<file path="src/rtl/escaner_teclado_pkg.sv">
// rtl/escaner_teclado_pkg.sv - shared FSM states and 4x4 keypad code map
package escaner_teclado_pkg;

  typedef enum logic [1:0] {
    SCAN         = 2'd0,
    DEBOUNCE     = 2'd1,
    EMIT         = 2'd2,
    WAIT_RELEASE = 2'd3
  } estado_e;

  // Nibble {fila,col} holds the code: r0 1 2 3 A, r1 4 5 6 B, r2 7 8 9 C, r3 E(*) 0 F(#) D
  localparam logic [63:0] KEY_MAP = 64'hDF0E_C987_B654_A321;

  function automatic logic [3:0] key_code(input logic [1:0] fila, input logic [1:0] col);
    logic [5:0] base;
    base = {fila, col, 2'b00};
    return KEY_MAP[base +: 4];
  endfunction

endpackage

</file>
<file path="src/rtl/sincronizador_2ff.sv">
// rtl/sincronizador_2ff.sv - two-flop synchronizer for asynchronous inputs
module sincronizador_2ff #(
  parameter int WIDTH = 4
) (
  input  logic             clk,
  input  logic             rst_n,
  input  logic [WIDTH-1:0] d_i,
  output logic [WIDTH-1:0] q_o
);

  logic [WIDTH-1:0] meta_q;
  logic [WIDTH-1:0] sync_q;

  always_ff @(posedge clk or negedge rst_n) begin
    if (!rst_n) begin
      meta_q <= '0;
      sync_q <= '0;
    end else begin
      meta_q <= d_i;
      sync_q <= meta_q;
    end
  end

  assign q_o = sync_q;

endmodule

</file>
<file path="src/rtl/escaner_teclado.sv">
// rtl/escaner_teclado.sv - 4x4 keypad scanner with debounce, one pulse per accepted key
module escaner_teclado
  import escaner_teclado_pkg::*;
#(
  parameter int SCAN_TICKS     = 1000,
  parameter int DEBOUNCE_TICKS = 20000
) (
  input  logic       clk,
  input  logic       rst_n,
  input  logic [3:0] filas,
  output logic [3:0] columnas,
  output logic [3:0] tecla_4bits,
  output logic       tecla_valida
);

  localparam int CW = $clog2(SCAN_TICKS);
  localparam int DW = $clog2(DEBOUNCE_TICKS);

  estado_e       state_q, state_d;
  logic [1:0]    col_q, col_d;
  logic [1:0]    fila_q, fila_d;
  logic [CW-1:0] scan_cnt_q, scan_cnt_d;
  logic [DW-1:0] deb_cnt_q, deb_cnt_d;
  logic [3:0]    tecla_q, tecla_d;
  logic [3:0]    filas_s;
  logic [1:0]    fila_baja_idx;
  logic          alguna_baja;
  logic          muestra_valida;
  logic          fila_baja;
  logic          deb_fin;

  sincronizador_2ff #(.WIDTH(4)) u_sync (
    .clk   (clk),
    .rst_n (rst_n),
    .d_i   (filas),
    .q_o   (filas_s)
  );

  // Descending loop so the lowest low row is the last assignment and wins
  always_comb begin
    fila_baja_idx = 2'd0;
    for (int i = 3; i >= 0; i--) begin
      if (!filas_s[i]) fila_baja_idx = 2'(i);
    end
  end

  // Synchronized rows reflect the current column only from its third cycle on
  assign muestra_valida = (scan_cnt_q >= CW'(2));
  assign alguna_baja    = ~&filas_s;
  assign fila_baja      = ~filas_s[fila_q];
  assign deb_fin        = (deb_cnt_q == DW'(DEBOUNCE_TICKS - 1));

  always_comb begin
    state_d    = state_q;
    col_d      = col_q;
    fila_d     = fila_q;
    scan_cnt_d = scan_cnt_q;
    deb_cnt_d  = deb_cnt_q;
    tecla_d    = tecla_q;
    case (state_q)
      SCAN: begin
        if (muestra_valida && alguna_baja) begin
          state_d   = DEBOUNCE;
          fila_d    = fila_baja_idx;
          deb_cnt_d = '0;
        end else if (scan_cnt_q == CW'(SCAN_TICKS - 1)) begin
          scan_cnt_d = '0;
          col_d      = col_q + 2'd1;
        end else begin
          scan_cnt_d = scan_cnt_q + CW'(1);
        end
      end
      DEBOUNCE: begin
        if (!fila_baja) begin
          state_d    = SCAN;
          col_d      = col_q + 2'd1;
          scan_cnt_d = '0;
          deb_cnt_d  = '0;
        end else if (deb_fin) begin
          state_d = EMIT;
          tecla_d = key_code(fila_q, col_q);
        end else begin
          deb_cnt_d = deb_cnt_q + DW'(1);
        end
      end
      EMIT: begin
        state_d   = WAIT_RELEASE;
        deb_cnt_d = '0;
      end
      WAIT_RELEASE: begin
        if (fila_baja) begin
          deb_cnt_d = '0;
        end else if (deb_fin) begin
          state_d    = SCAN;
          col_d      = col_q + 2'd1;
          scan_cnt_d = '0;
          deb_cnt_d  = '0;
        end else begin
          deb_cnt_d = deb_cnt_q + DW'(1);
        end
      end
      default: state_d = SCAN;
    endcase
  end

  always_ff @(posedge clk or negedge rst_n) begin
    if (!rst_n) begin
      state_q    <= SCAN;
      col_q      <= 2'd0;
      fila_q     <= 2'd0;
      scan_cnt_q <= '0;
      deb_cnt_q  <= '0;
      tecla_q    <= 4'h0;
    end else begin
      state_q    <= state_d;
      col_q      <= col_d;
      fila_q     <= fila_d;
      scan_cnt_q <= scan_cnt_d;
      deb_cnt_q  <= deb_cnt_d;
      tecla_q    <= tecla_d;
    end
  end

  assign columnas     = ~(4'b0001 << col_q);
  assign tecla_4bits  = tecla_q;
  assign tecla_valida = (state_q == EMIT);

endmodule

</file>
<file path="config.mk">
export PLATFORM = sky130hd
export DESIGN_NAME = escaner_teclado
export DESIGN_NICKNAME = d
export VERILOG_FILES = /design/src/rtl/escaner_teclado_pkg.sv /design/src/rtl/sincronizador_2ff.sv /design/src/rtl/escaner_teclado.sv
export SDC_FILE = /design/constraint.sdc
export NUM_CORES = 1
export LEC_CHECK = 0
export ABC_AREA = 0
export BUFFER_PORTS_ARGS = -buffer_cell sky130_fd_sc_hd__buf_2
export CORE_UTILIZATION = 50
export CTS_BUF_LIST = sky130_fd_sc_hd__clkbuf_16
export DETAILED_ROUTE_END_ITERATION = 10
export GPL_TIMING_DRIVEN = 0
export PLACE_DENSITY = 0.68
export SETUP_SLACK_MARGIN = 0.5
export SLEW_MARGIN = 15
export SYNTH_ARGS = -nofsm -noshare
export SYNTH_HDL_FRONTEND = slang
export SYNTH_HIERARCHICAL = 1
export SYNTH_SLANG_ARGS = --single-unit
</file>
<file path="constraint.sdc">
create_clock -name clk -period 5.2 [get_ports clk]
set_clock_uncertainty 0.05 [all_clocks]
set_input_delay 0.78 -clock clk [delete_from_list [all_inputs] [get_ports clk]]
set_output_delay 0.78 -clock clk [all_outputs]
set_load 0.02 [all_outputs]
</file>
== Yosys cells after proc, flatten, opt, wreduce, memory -nomap -nowiden ==
Cells that the tools add are included.

* Register bits after elaboration: 43
* Word-level logic and storage cells: 71

* Equal/unequal tests: 13
* Shift-type cells: 2
* $lt $le $gt $ge: 2
* Bitwise logic cells: 2
* Reduce and logical (&&, ||, !) cells: 11
* Muxes and demuxes: 30
* $add $sub $neg: 3

{| class="wikitable"
|+ Operators by type and width
! kind !! count
|-
| 2-to-1 mux 15 bit || 5
|-
| indexed part select 64 x 7 -> 4 bit, first input constant || 1
|-
| one-hot mux 15 bit (4 select lines) || 1
|-
| 2-to-1 mux 10 bit || 5
|-
| one-hot mux 10 bit (3 select lines) || 1
|-
| 2-to-1 mux 2 bit || 14
|-
| adder 15 x 1 -> 15 bit, second input constant || 1
|-
| == test 15 bit, second input constant || 1
|-
| != test 2 bit, second input constant || 6
|-
| adder 10 x 1 -> 10 bit, second input constant || 1
|-
| == test 10 bit, second input constant || 1
|-
| >= comparator 10 x 2 -> 1 bit, second input constant || 1
|-
| one-hot mux 2 bit (4 select lines) || 1
|-
| AND reduction 4 bit || 2
|-
| != test 3 bit, second input constant || 2
|-
| one-hot mux 2 bit (3 select lines) || 1
|-
| AND reduction 6 bit || 1
|-
| AND reduction 5 bit || 1
|-
| == test 2 bit, second input constant || 2
|-
| NOT 4 bit || 1
|-
| AND reduction 2 bit || 2
|-
| << shifter 1 x 2 -> 4 bit, first input constant || 1
|-
| < comparator 2 x 3 -> 1 bit, second input constant || 1
|-
| AND reduction 3 bit || 1
|-
| other kinds (9) || 9
|}

== Longest topological paths before layout ==
* Depth after elaboration: 5
* Gate-level depth with buffers: 8

== Cells and area by module ==
Netlist, hierarchy kept.

{| class="wikitable"
|+ By module, submodules not included
! module !! area each (µm²) !! sequential area each (µm²) !! times used !! cells an instance
|-
| escaner_teclado || 2243.4 || 875.8 || 1 || 243
|-
| sincronizador_2ff || 200.2 || 200.2 || 1 || 8
|}

== Least setup slack after synthesis ==
Ideal clock, no wire load.

* Path kind: reg2reg
* Start: register deb_cnt_q[6]
* End: register scan_cnt_q[1]
* Path buffers: 2
* Path slack: 2.989 ns
* Period minus slack after synthesis: 2.211 ns
* Arrival time: 2.034 ns
* Cell stages (with the launch flop): 8
* Cells stage by stage: dfrtp_1 buf_2 or3_1 or4_4 o21ai_2 and3_1 buf_4 mux2_1

* Cells in the longest elaborated chain, start to end: 3

{| class="wikitable"
|+ Ends and longest elaborated chain
! element !! line !! source
|-
| start: declaration || escaner_teclado.sv:23 || <nowiki>logic [DW-1:0] deb_cnt_q, deb_cnt_d;</nowiki>
|-
| start signal: assignment || escaner_teclado.sv:119 || <nowiki>deb_cnt_q <= deb_cnt_d;</nowiki>
|-
| == test 15 bit || escaner_teclado.sv:51 || <nowiki>assign deb_fin = (deb_cnt_q == DW'(DEBOUNCE_TICKS - 1));</nowiki>
|-
| != test 2 bit (no source line) || n/a ||
|-
| AND reduction 5 bit (no source line) || n/a ||
|-
| end signal: assignment || escaner_teclado.sv:118 || <nowiki>scan_cnt_q <= scan_cnt_d;</nowiki>
|-
| end: declaration || escaner_teclado.sv:22 || <nowiki>logic [CW-1:0] scan_cnt_q, scan_cnt_d;</nowiki>
|}

Every way passes these cells.
A chain may end at the register's enable or synchronous reset.

== Final worst setup path ==
* Start: register deb_cnt_q[6]
* End: register deb_cnt_q[5]

* Cells in the longest elaborated chain, start to end: 4
* Elaborated cells on any way between the ends: 6

{| class="wikitable"
|+ Ends and longest elaborated chain
! element !! line !! source
|-
| == test 15 bit * || escaner_teclado.sv:51 ||
|-
| 2-to-1 mux 15 bit || escaner_teclado.sv:93 || <nowiki>end else if (deb_fin) begin</nowiki>
|-
| 2-to-1 mux 15 bit || escaner_teclado.sv:91 || <nowiki>if (fila_baja) begin</nowiki>
|-
| one-hot mux 15 bit (4 select lines) || escaner_teclado.sv:60 || <nowiki>case (state_q)</nowiki>
|}

Mark *: on every way between the ends. The rest lies on a longest branch, timed or not.

==> out/metrics.cfg <==
[outcome]
run_status=finished clean

[synth]
synth_compound_area_share_pct=19.51
synth_simple_gate_area_share_pct=23.25
ys_ff_latch=43
synth_xor_area_share_pct=1.382
synth_edf_count=0
avgSynthCellArea_sq_um=9.735
synthCells=251
synth_top_family_by_area=simple AND/OR/NAND/NOR gates
yosysMostFrequentCell=dfrtp_1
synth_fa_ha_area_share_pct=5.018
synth.area.top_cells=dfrtp_1, ha_1, and3_1
synthFlopType=dfrtp_1
synth_top_area_share_pct=44.03
syn-cell-area_sq_mm=0.002444
yosysTopAreaCell=dfrtp_1
yosysSeqAreaShare_pct=44.03
synthArstFlopShare_pct=100.0
synth_cell_types=56
yosys_warnings=6
synthMuxAreaShare_pct=2.253
syn-num-nets=266
synthTopCellsByCount=dfrtp_1, nand2_1, o21ai_0

[timing]
hold_viol=0
final_max_slew_viol_count=0
max_slew.worst_pin.slew_ns=0.9420
finalSetupViolCount=0
finalSetupTns_ns=0
rsz0062_at_grt=false
slew_headroom_pct=37.20
fin_crit_sh_pct=47.14
clock.fmax_ghz=0.4080
min_period_ns=2.451

[setup_path]
cp.required_ns=5.32
startpoint_type=register
arrival_ns=2.57
r2r-start=deb_cnt_q[6]
r2r_slack_ns=2.75
path_class=reg -> reg
end_kind=register
critPathBufInv=1
crit_fanout=9
worst_path_max_delay_cell=or4_4
cpPeakStageDelay_ns=0.46
r2r-end=deb_cnt_q[5]
path_delay_family=simple AND/OR/NAND/NOR gates
reg2regPathDepth=6
worstPathCellList=buf_2, or3_1, or4_4, and3_1, o21ai_2, o2bb2a_1

[place]
gp_congestion=0.8332
io_buffers=14
place_inst=332
place_hpwl_mm=3.544

[min_path]
min_path_cells=0
min_path_type=reg -> reg
hold_path.startpoint=u_sync/meta_q[1]
hold-path-endpoint=u_sync/q_o[1]

[job]
cap_violations=0

[drt]
routed_via_density=6.000
wl_met3_um=278
top_layer=met4
dr.pass1.iters=4
drc=0
met1_length_mm=2.476
num_vias=2040
ant_nets=0
drt_iter0_markers=131
wl_per_cell_um=15.27
met2_length_mm=2.372
wirelength_mm=5.191

[clock_tree]
htree_levels=2
clock_path_buffers=2
tritoncts=built
cts_hold_buf=0
clkTransAtPathRegs_ns=0.06
clock-sinks=43
clk-insertion-delay-late_ns=0.29
postCtsResizedCells=0
post-cts-setup-buffers=0
cts_buffers=5
ctsRootBufferMaster=clkbuf_16

[global_routing]
grt_usage_pct=22.13
grt_pass1_vias=1844
grt_max_degree=44
grt_pass1_wl_mm=8.769
grt_overflow=0
antenna_found_initial=0

[pwr]
swShare_pct=39.19
leakage_nw=1.243
p_sw_uw=507.3
internal-power_uw=787.1
ir_drop_mv=0.2403
p_clk_share_pct=27.0
comb_power_share_pct=39.7
powerDensity_mw_per_mm2=468.8
pwr-share-seq_pct=33.4

[finish]
layout.area.seq_sq_mm=0.001076
multi_input_area_sq_mm=0.001256
fillers=414
final_util_pct=58.46
finalNonFillerCells=340
post_route_cells_drive_above_1_share_pct=14.29
diodes=0
final_nets=287
area_growth_pct=13.01

[floorplan]
start_util_pct=51.74
placementRows=25
dieArea_sq_mm=0.005171
num_io_pins=15
die_h_um=71.91
die_x_um=71.91
fp.coreArea_sq_mm=0.004723

[kinds of logic (layout without fill, tap and decap cells)]
group	Yosys count	after routing
muxes	4	4
buffers and inverters	23	45
DFF	43	43
xor gates and xnor gates	3	3
adders and majority gates	10	10
and+or+nand+nor	99	99
AOI/OAI and AO/OA	69	69
[placed cells by master (no fill, tap or decap), types with 3 or more instances in the layout]
cell,instances
nand4_1,4
a41oi_1,8
dfrtp_1,43
and3_1,14
clkbuf_1,5
o21ai_0,16
inv_1,12
o31ai_1,3
a31oi_1,10
clkbuf_16,5
nor2_1,8
o21ai_1,3
a21oi_1,7
or3_1,7
nor3_1,4
nand2b_1,3
nand2_1,22
nand3_1,15
buf_2,16
nor4_1,6
ha_1,9
o211ai_1,3
[how the worst max path moves through the flow]
stage | from | endpoint | slack (ns) | cells after the start
after global placement | scan_cnt_q[0] | deb_cnt_q[11] | 2.80 | 8
after global routing | scan_cnt_q[0] | deb_cnt_q[2] | 2.51 | 8
after CTS | scan_cnt_q[0] | deb_cnt_q[11] | 2.72 | 8
final | deb_cnt_q[6] | deb_cnt_q[5] | 2.75 | 6
after floorplan | deb_cnt_q[6] | scan_cnt_q[1] | 2.99 | 7
after detailed placement | scan_cnt_q[0] | deb_cnt_q[12] | 2.75 | 8
[sequential cells by signal, summed over array words and instances, names as in the netlist, named ones only]
register,cells
state_q,1
fila_q,2
tecla_4bits,4
col_q,2
deb_cnt_q,15
u_sync/q_o,4
u_sync/meta_q,4
scan_cnt_q,10
[power groups by stage]
stage | clock network [mW] | registers [mW] | logic (mW)
floorplan | 0 | 0.423 | 0.390
global placement | 0 | 0.435 | 0.506
detailed placement | 0 | 0.436 | 0.512
CTS | 0.358 | 0.432 | 0.515
global route | 0.369 | 0.440 | 0.576
finish | 0.349 | 0.432 | 0.513
[area by class of cell]
class	instances	share of cell area, %
inverter	12	1.631
multi-input combinational	185	45.49
sequential	43	38.97
tap	67	3.036
clock buffer	5	4.531
buffer	11	2.401
timing repair buffer	14	2.537
clock inverter	3	1.405
[through the flow]
| stage | hold slack, ns | setup WS, ns | power, mW | area (sq um) |
|---|---|---|---|---|
| finish | 0.2953 | 2.749 | 1.294 | 2761 |
| global route | 0.3013 | 2.508 | 1.385 | 2761 |
| CTS | 0.2979 | 2.723 | 1.304 | 2761 |
| detailed placement | 0.2847 | 2.750 | 0.9482 | 2597 |
| global placement | 0.2812 | 2.800 | 0.9411 | 2597 |
| floorplan | 0.2812 | 2.989 | 0.8130 | 2444 |
[metal layers]
metal	global-route usage, %	vias to the layer above
li1	-	997
met2	33.86	57
met3	5.278	6
met1	31.46	980
met4	6.536	0
met5	0	-
Note: power is estimated with default switching activity, not from simulation.
